--- config.mk ---
export PLATFORM = sky130hd
export DESIGN_NAME = alu_issue_stage
export DESIGN_NICKNAME = d
export VERILOG_FILES = /design/src/rtl/alu_issue_stage.sv
export SDC_FILE = /design/constraint.sdc
export NUM_CORES = 1
export LEC_CHECK = 0
export BUFFER_PORTS_ARGS = -buffer_cell sky130_fd_sc_hd__buf_4
export CAP_MARGIN = 20
export CORE_MARGIN = 2
export CORE_UTILIZATION = 40
export CTS_CLUSTER_DIAMETER = 40
export DETAILED_ROUTE_END_ITERATION = 10
export GPL_ROUTABILITY_DRIVEN = 0
export GPL_TIMING_DRIVEN = 0
export PLACE_DENSITY = 0.7
export SYNTH_ARGS = -nofsm -noshare
export SYNTH_HDL_FRONTEND = slang
export SYNTH_SLANG_ARGS = --single-unit
--- constraint.sdc ---
create_clock -name clk -period 3.6 [get_ports clk]
set_clock_uncertainty 0.05 [all_clocks]
set_input_delay 0.72 -clock clk [delete_from_list [all_inputs] [get_ports clk]]
set_output_delay 0.72 -clock clk [all_outputs]
set_load 0.01 [all_outputs]
--- src/rtl/alu_issue_stage.sv ---
// ============================================================================
// Module   : alu_issue_stage
// Brief    : ALU execute stage with E/R pipeline registers, valid/ready
//            handshake, three-level operand forwarding and synchronous flush.
// Revision : 1.0
// ============================================================================
`default_nettype none

module alu_issue_stage #(
    parameter int WIDTH = 16,
    parameter int RBITS = 3
) (
    input  logic             clk,
    input  logic             rst,
    input  logic             flush,
    input  logic             in_valid,
    output logic             in_ready,
    input  logic [WIDTH-1:0] in_rs_val,
    input  logic [WIDTH-1:0] in_rt_val,
    input  logic [RBITS-1:0] in_rs,
    input  logic [RBITS-1:0] in_rt,
    input  logic [WIDTH-1:0] in_imm,
    input  logic             in_use_imm,
    input  logic [3:0]       in_shamt,
    input  logic [1:0]       in_op,
    input  logic             in_sub,
    input  logic             in_ari,
    input  logic             in_lef,
    input  logic [RBITS-1:0] in_rd,
    input  logic             in_wen,
    output logic [WIDTH-1:0] alu_a,
    output logic [WIDTH-1:0] alu_b,
    output logic [3:0]       alu_shamt,
    output logic [1:0]       alu_op,
    output logic             alu_sub,
    output logic             alu_ari,
    output logic             alu_lef,
    input  logic [WIDTH-1:0] alu_c,
    input  logic             alu_zero,
    input  logic             wb_wen,
    input  logic [RBITS-1:0] wb_rd,
    input  logic [WIDTH-1:0] wb_data,
    output logic             out_valid,
    input  logic             out_ready,
    output logic [WIDTH-1:0] out_result,
    output logic             out_zero,
    output logic [RBITS-1:0] out_rd,
    output logic             out_wen
);

    localparam logic [RBITS-1:0] C_R0 = '0;

    // E register
    logic             r_e_valid;
    logic [WIDTH-1:0] r_e_a;
    logic [WIDTH-1:0] r_e_b;
    logic [3:0]       r_e_shamt;
    logic [1:0]       r_e_op;
    logic             r_e_sub;
    logic             r_e_ari;
    logic             r_e_lef;
    logic [RBITS-1:0] r_e_rd;
    logic             r_e_wen;

    // R register
    logic             r_r_valid;
    logic [WIDTH-1:0] r_r_result;
    logic             r_r_zero;
    logic [RBITS-1:0] r_r_rd;
    logic             r_r_wen;

    logic             w_r_take;
    logic             w_e_adv;
    logic             w_accept;
    logic [WIDTH-1:0] w_a_fwd;
    logic [WIDTH-1:0] w_b_fwd;

    // Youngest producer wins; register 0 is hard-wired to zero.
    function automatic logic [WIDTH-1:0] fwd_sel(
        input logic [RBITS-1:0] idx,
        input logic [WIDTH-1:0] rf_val,
        input logic             e_hit_en,
        input logic [RBITS-1:0] e_rd,
        input logic [WIDTH-1:0] e_val,
        input logic             r_hit_en,
        input logic [RBITS-1:0] r_rd,
        input logic [WIDTH-1:0] r_val,
        input logic             w_hit_en,
        input logic [RBITS-1:0] w_rd,
        input logic [WIDTH-1:0] w_val
    );
        logic [WIDTH-1:0] v;
        if (idx == C_R0)                       v = '0;
        else if (e_hit_en && (e_rd == idx))    v = e_val;
        else if (r_hit_en && (r_rd == idx))    v = r_val;
        else if (w_hit_en && (w_rd == idx))    v = w_val;
        else                                   v = rf_val;
        return v;
    endfunction

    assign w_r_take = !r_r_valid || out_ready;
    assign w_e_adv  = r_e_valid && w_r_take;
    // A flushed instruction is swallowed, so the stage is always ready then.
    assign in_ready = flush || !r_e_valid || w_e_adv;
    assign w_accept = in_valid && in_ready && !flush;

    always_comb begin
        w_a_fwd = fwd_sel(in_rs, in_rs_val,
                          r_e_valid && r_e_wen, r_e_rd, alu_c,
                          r_r_valid && r_r_wen, r_r_rd, r_r_result,
                          wb_wen, wb_rd, wb_data);
        w_b_fwd = in_imm;
        if (!in_use_imm) begin
            w_b_fwd = fwd_sel(in_rt, in_rt_val,
                              r_e_valid && r_e_wen, r_e_rd, alu_c,
                              r_r_valid && r_r_wen, r_r_rd, r_r_result,
                              wb_wen, wb_rd, wb_data);
        end
    end

    always_ff @(posedge clk or posedge rst) begin
        if (rst) begin
            r_e_valid <= 1'b0;
            r_e_a     <= '0;
            r_e_b     <= '0;
            r_e_shamt <= '0;
            r_e_op    <= '0;
            r_e_sub   <= 1'b0;
            r_e_ari   <= 1'b0;
            r_e_lef   <= 1'b0;
            r_e_rd    <= '0;
            r_e_wen   <= 1'b0;
        end else if (flush) begin
            r_e_valid <= 1'b0;
        end else if (w_accept) begin
            r_e_valid <= 1'b1;
            r_e_a     <= w_a_fwd;
            r_e_b     <= w_b_fwd;
            r_e_shamt <= in_shamt;
            r_e_op    <= in_op;
            r_e_sub   <= in_sub;
            r_e_ari   <= in_ari;
            r_e_lef   <= in_lef;
            r_e_rd    <= in_rd;
            r_e_wen   <= in_wen;
        end else if (w_e_adv) begin
            r_e_valid <= 1'b0;
        end
    end

    always_ff @(posedge clk or posedge rst) begin
        if (rst) begin
            r_r_valid  <= 1'b0;
            r_r_result <= '0;
            r_r_zero   <= 1'b0;
            r_r_rd     <= '0;
            r_r_wen    <= 1'b0;
        end else if (flush) begin
            r_r_valid  <= 1'b0;
        end else if (w_e_adv) begin
            r_r_valid  <= 1'b1;
            r_r_result <= alu_c;
            r_r_zero   <= alu_zero;
            r_r_rd     <= r_e_rd;
            r_r_wen    <= r_e_wen;
        end else if (out_ready) begin
            r_r_valid  <= 1'b0;
        end
    end

    assign alu_a      = r_e_a;
    assign alu_b      = r_e_b;
    assign alu_shamt  = r_e_shamt;
    assign alu_op     = r_e_op;
    assign alu_sub    = r_e_sub;
    assign alu_ari    = r_e_ari;
    assign alu_lef    = r_e_lef;

    assign out_valid  = r_r_valid;
    assign out_result = r_r_result;
    assign out_zero   = r_r_zero;
    assign out_rd     = r_r_rd;
    assign out_wen    = r_r_wen;

endmodule

`default_nettype wire

==> impl_metrics.py <==
metrics = {
    "outcome": {
        "status": "finished clean",
    },
    "logic_synthesis": {
        "synth_area_sq_mm": 0.003854,
        "ys_top_cells_by_area": "dfrtp_1, mux2_2, nand2_1",
        "synth.most_common_cell": "dfrtp_1",
        "synth_warnings": 0,
        "synth-seq-area-share": 0.4416,
        "synth_top_area_cell": "dfrtp_1",
        "synth_area_per_cell_sq_um": 9.469,
        "ys_types": 30,
        "synth_top_area_frac": 0.4416,
        "synthArstFlopShare": 1.000,
        "synth_common_cells": "dfrtp_1, nand2_1, mux2_2, a21oi_1, o21ai_1",
        "synth_flop_cell": "dfrtp_1",
        "synth.ff_latch_count": 68,
        "syn_inst": 407,
        "syn-num-nets": 517,
        "synth-edff-count": 0,
    },
    "drt": {
        "drtIter0Drc": 251,
        "via_count": 3914,
        "drt_drc_violations_left": 0,
        "wl_per_cell_um": 18.11,
        "detail-route-antenna-nets": 0,
        "routed_wl_mm": 13.12,
        "dr.pass1.iters": 5,
        "viasPerCell": 5.406,
    },
    "setup_path": {
        "worst_path_max_delay_cell": "clkbuf_1",
        "r2r-end": "alu_a[0]$_DFFE_PP0P_",
        "crit_fanout": 10,
        "crit_type": "in2reg",
        "critPathArrivalTime_ns": 2.66,
        "crit_path_end_kind": "flip-flop",
        "crit_buf_inv": 3,
        "crit_path_max_incr_delay_ns": 0.43,
        "cp_top_family": "buffers and inverters",
        "worstPathCellList": "buf_4, nand2b_1, a21o_1, clkbuf_1, nor3_2, clkbuf_1, o21ai_0, o211ai_1",
        "setup.worst_path.start_class": "input pin",
        "reg2reg_from": "out_valid$_DFFE_PP0P_",
        "critical_path_required_ns": 3.81,
        "r2r_cells": 7,
        "path_common_cell": "clkbuf_1",
        "reg2reg_slack_ns": 1.19,
    },
    "cts": {
        "cts_resized": 0,
        "postCtsSetupRepairBufs": 0,
        "cts_tree": "built",
        "clk_pin_slew_worst_paths_ns": 0.08,
        "insertion_delay_ns": 0.35,
        "cts_buffer_depth": 2,
        "cts_made_buffers": 9,
        "cts-htree-levels": 3,
        "cts_root_buf": "clkbuf_8",
        "cts-hold-fix-buffers": 0,
        "clock-sinks": 68,
    },
    "hold_path": {
        "hp-class": "reg2reg",
        "min_to": "alu_shamt[3]$_DFFE_PP0P_",
        "min_path_cells": 2,
        "min-delay-start": "alu_shamt[3]$_DFFE_PP0P_",
    },
    "global_route": {
        "grt_use_total": 0.2518,
        "grt_pass1_vias": 3919,
        "globalRouteOverflowTotal": 0,
        "grt_pass1_wl_mm": 19.99,
        "antenna_found_initial": 0,
        "grt_max_degree": 69,
    },
    "floorplan": {
        "num_io_pins": 174,
        "dieWidth_um": 102.2,
        "fp.coreArea_sq_mm": 0.009284,
        "die_h_um": 102.2,
        "dieArea_sq_mm": 0.01044,
        "std_cell_rows": 35,
        "start_util": 0.4151,
    },
    "power": {
        "power_per_cell_area_mw_per_mm2": 418.5,
        "max-vdd-ir-drop_mv": 0.2797,
        "power_mw": 2.299,
        "total_leakage_power_nw": 2.585,
    },
    "timing": {
        "drv_slew": 0,
        "rsz0062_at_grt": "false",
        "hold_viol_final": 0,
        "max-slew-margin-rel": 0.3955,
        "fin_crit_sh": 0.6806,
        "whs_ns": 0.4326,
        "worst_slew_pin_slew_ns": 0.9067,
        "layout_min_cycle_time_ns": 2.450,
        "max_freq_mhz": 408.1,
        "setup_viol": 0,
        "fin_setup_tns_ns": 0,
    },
    "layout": {
        "drive_gt1_frac": 0.4235,
        "area_growth_pct": 42.56,
        "fillCellCount": 851,
        "n_antenna_cell": 0,
        "fin_cells": 724,
        "fin_nets": 700,
        "fin_util": 0.5918,
    },
    "place": {
        "dp.cells": 708,
        "port_buffers": 172,
        "dp_hpwl_mm": 9.905,
    },
    "job": {
        "cap_violations": 0,
    },
}
-- cells in the final DEF (no fill, tap or decap), types with 3 or more instances in the layout --
| master | instances |
|---|---|
| xor2_1 | 12 |
| nor4_2 | 3 |
| buf_2 | 10 |
| buf_4 | 173 |
| clkinvlp_4 | 4 |
| mux2i_1 | 16 |
| o21ai_1 | 23 |
| o22a_1 | 16 |
| nor2_1 | 19 |
| o21ai_0 | 15 |
| xnor2_1 | 6 |
| nand3_1 | 16 |
| clkbuf_8 | 10 |
| o211ai_1 | 16 |
| nand2_1 | 58 |
| a21oi_1 | 33 |
| clkbuf_1 | 16 |
| dfrtp_1 | 68 |
| mux2_2 | 37 |
| o21ai_2 | 10 |
| nor3_1 | 18 |
-- metrics by stage --
step	setup slack, ns	instance area [sq um]
global placement	0.2000	5306
detailed placement	0.8277	5309
finish	1.150	5494
global route	0.9835	5494
floorplan	1.118	3854
CTS	1.193	5494
-- worst max-delay path by stage --
stage | start | to | slack, ns | cells past startpoint
3_5_place_dp | flush | alu_a[0]$_DFFE_PP0P_ | 0.83 | 8
4_1_cts | flush | alu_a[0]$_DFFE_PP0P_ | 1.19 | 8
6_report | flush | alu_a[0]$_DFFE_PP0P_ | 1.15 | 8
5_1_grt | flush | alu_a[0]$_DFFE_PP0P_ | 0.98 | 8
2_1_floorplan | rst | alu_a[0]$_DFFE_PP0P_ | 1.12 | 1
3_3_place_gp | rst | alu_b[1]$_DFFE_PP0P_ | 0.20 | 2
-- logic make-up (layout without fill, tap and decap cells) --
group	Yosys count	in the layout	synth area share
buffers and inverters	29	217	0.03442
multiplexers	53	53	0.1497
AO/OA/AOI/OAI	114	114	0.1844
AND/OR/NAND/NOR	125	125	0.1490
flip-flops	68	68	0.4416
XOR/XNOR	18	18	0.04091
-- worst min-delay path: cells and delay by family, from the launching register on --
kind,cells,cell delay (ns)
DFF,1,0.35
and+or+nand+nor,2,0.11
-- sequential cells by signal, indices dropped and copies added, names as in the netlist --
| signal | flops |
|---|---|
| out_valid | 1 |
| out_rd | 3 |
| alu_shamt | 4 |
| r_e_wen | 1 |
| r_e_rd | 3 |
| out_wen | 1 |
| r_e_valid | 1 |
| alu_ari | 1 |
| alu_op | 2 |
| alu_lef | 1 |
| alu_sub | 1 |
| out_zero | 1 |
| alu_a | 16 |
| out_result | 16 |
| alu_b | 16 |
-- cell type report --
class	count	area (sq um)	share of cell area
multi-input combinational	310	2019	0.3676
sequential	68	1702	0.3097
timing repair buffer	172	1291	0.2350
tap	129	161.4	0.02938
clock buffer	10	137.6	0.02505
buffer	28	128.9	0.02346
clock inverter	6	47.55	0.008654
inverter	1	6.256	0.001139
-- per-layer routing --
metal	global-route usage	wire, um
met1	0.3243	5339
met2	0.4241	6613
met3	0.06908	1033
met4	0.05949	129
met5	0	0
-- power breakdown --
group	internal (mW)	total, mW	switching, mW
registers	0.891	1.00	0.112
logic	0.373	0.694	0.322
clock network	0.273	0.602	0.329
(Power assumes the default switching activity.)
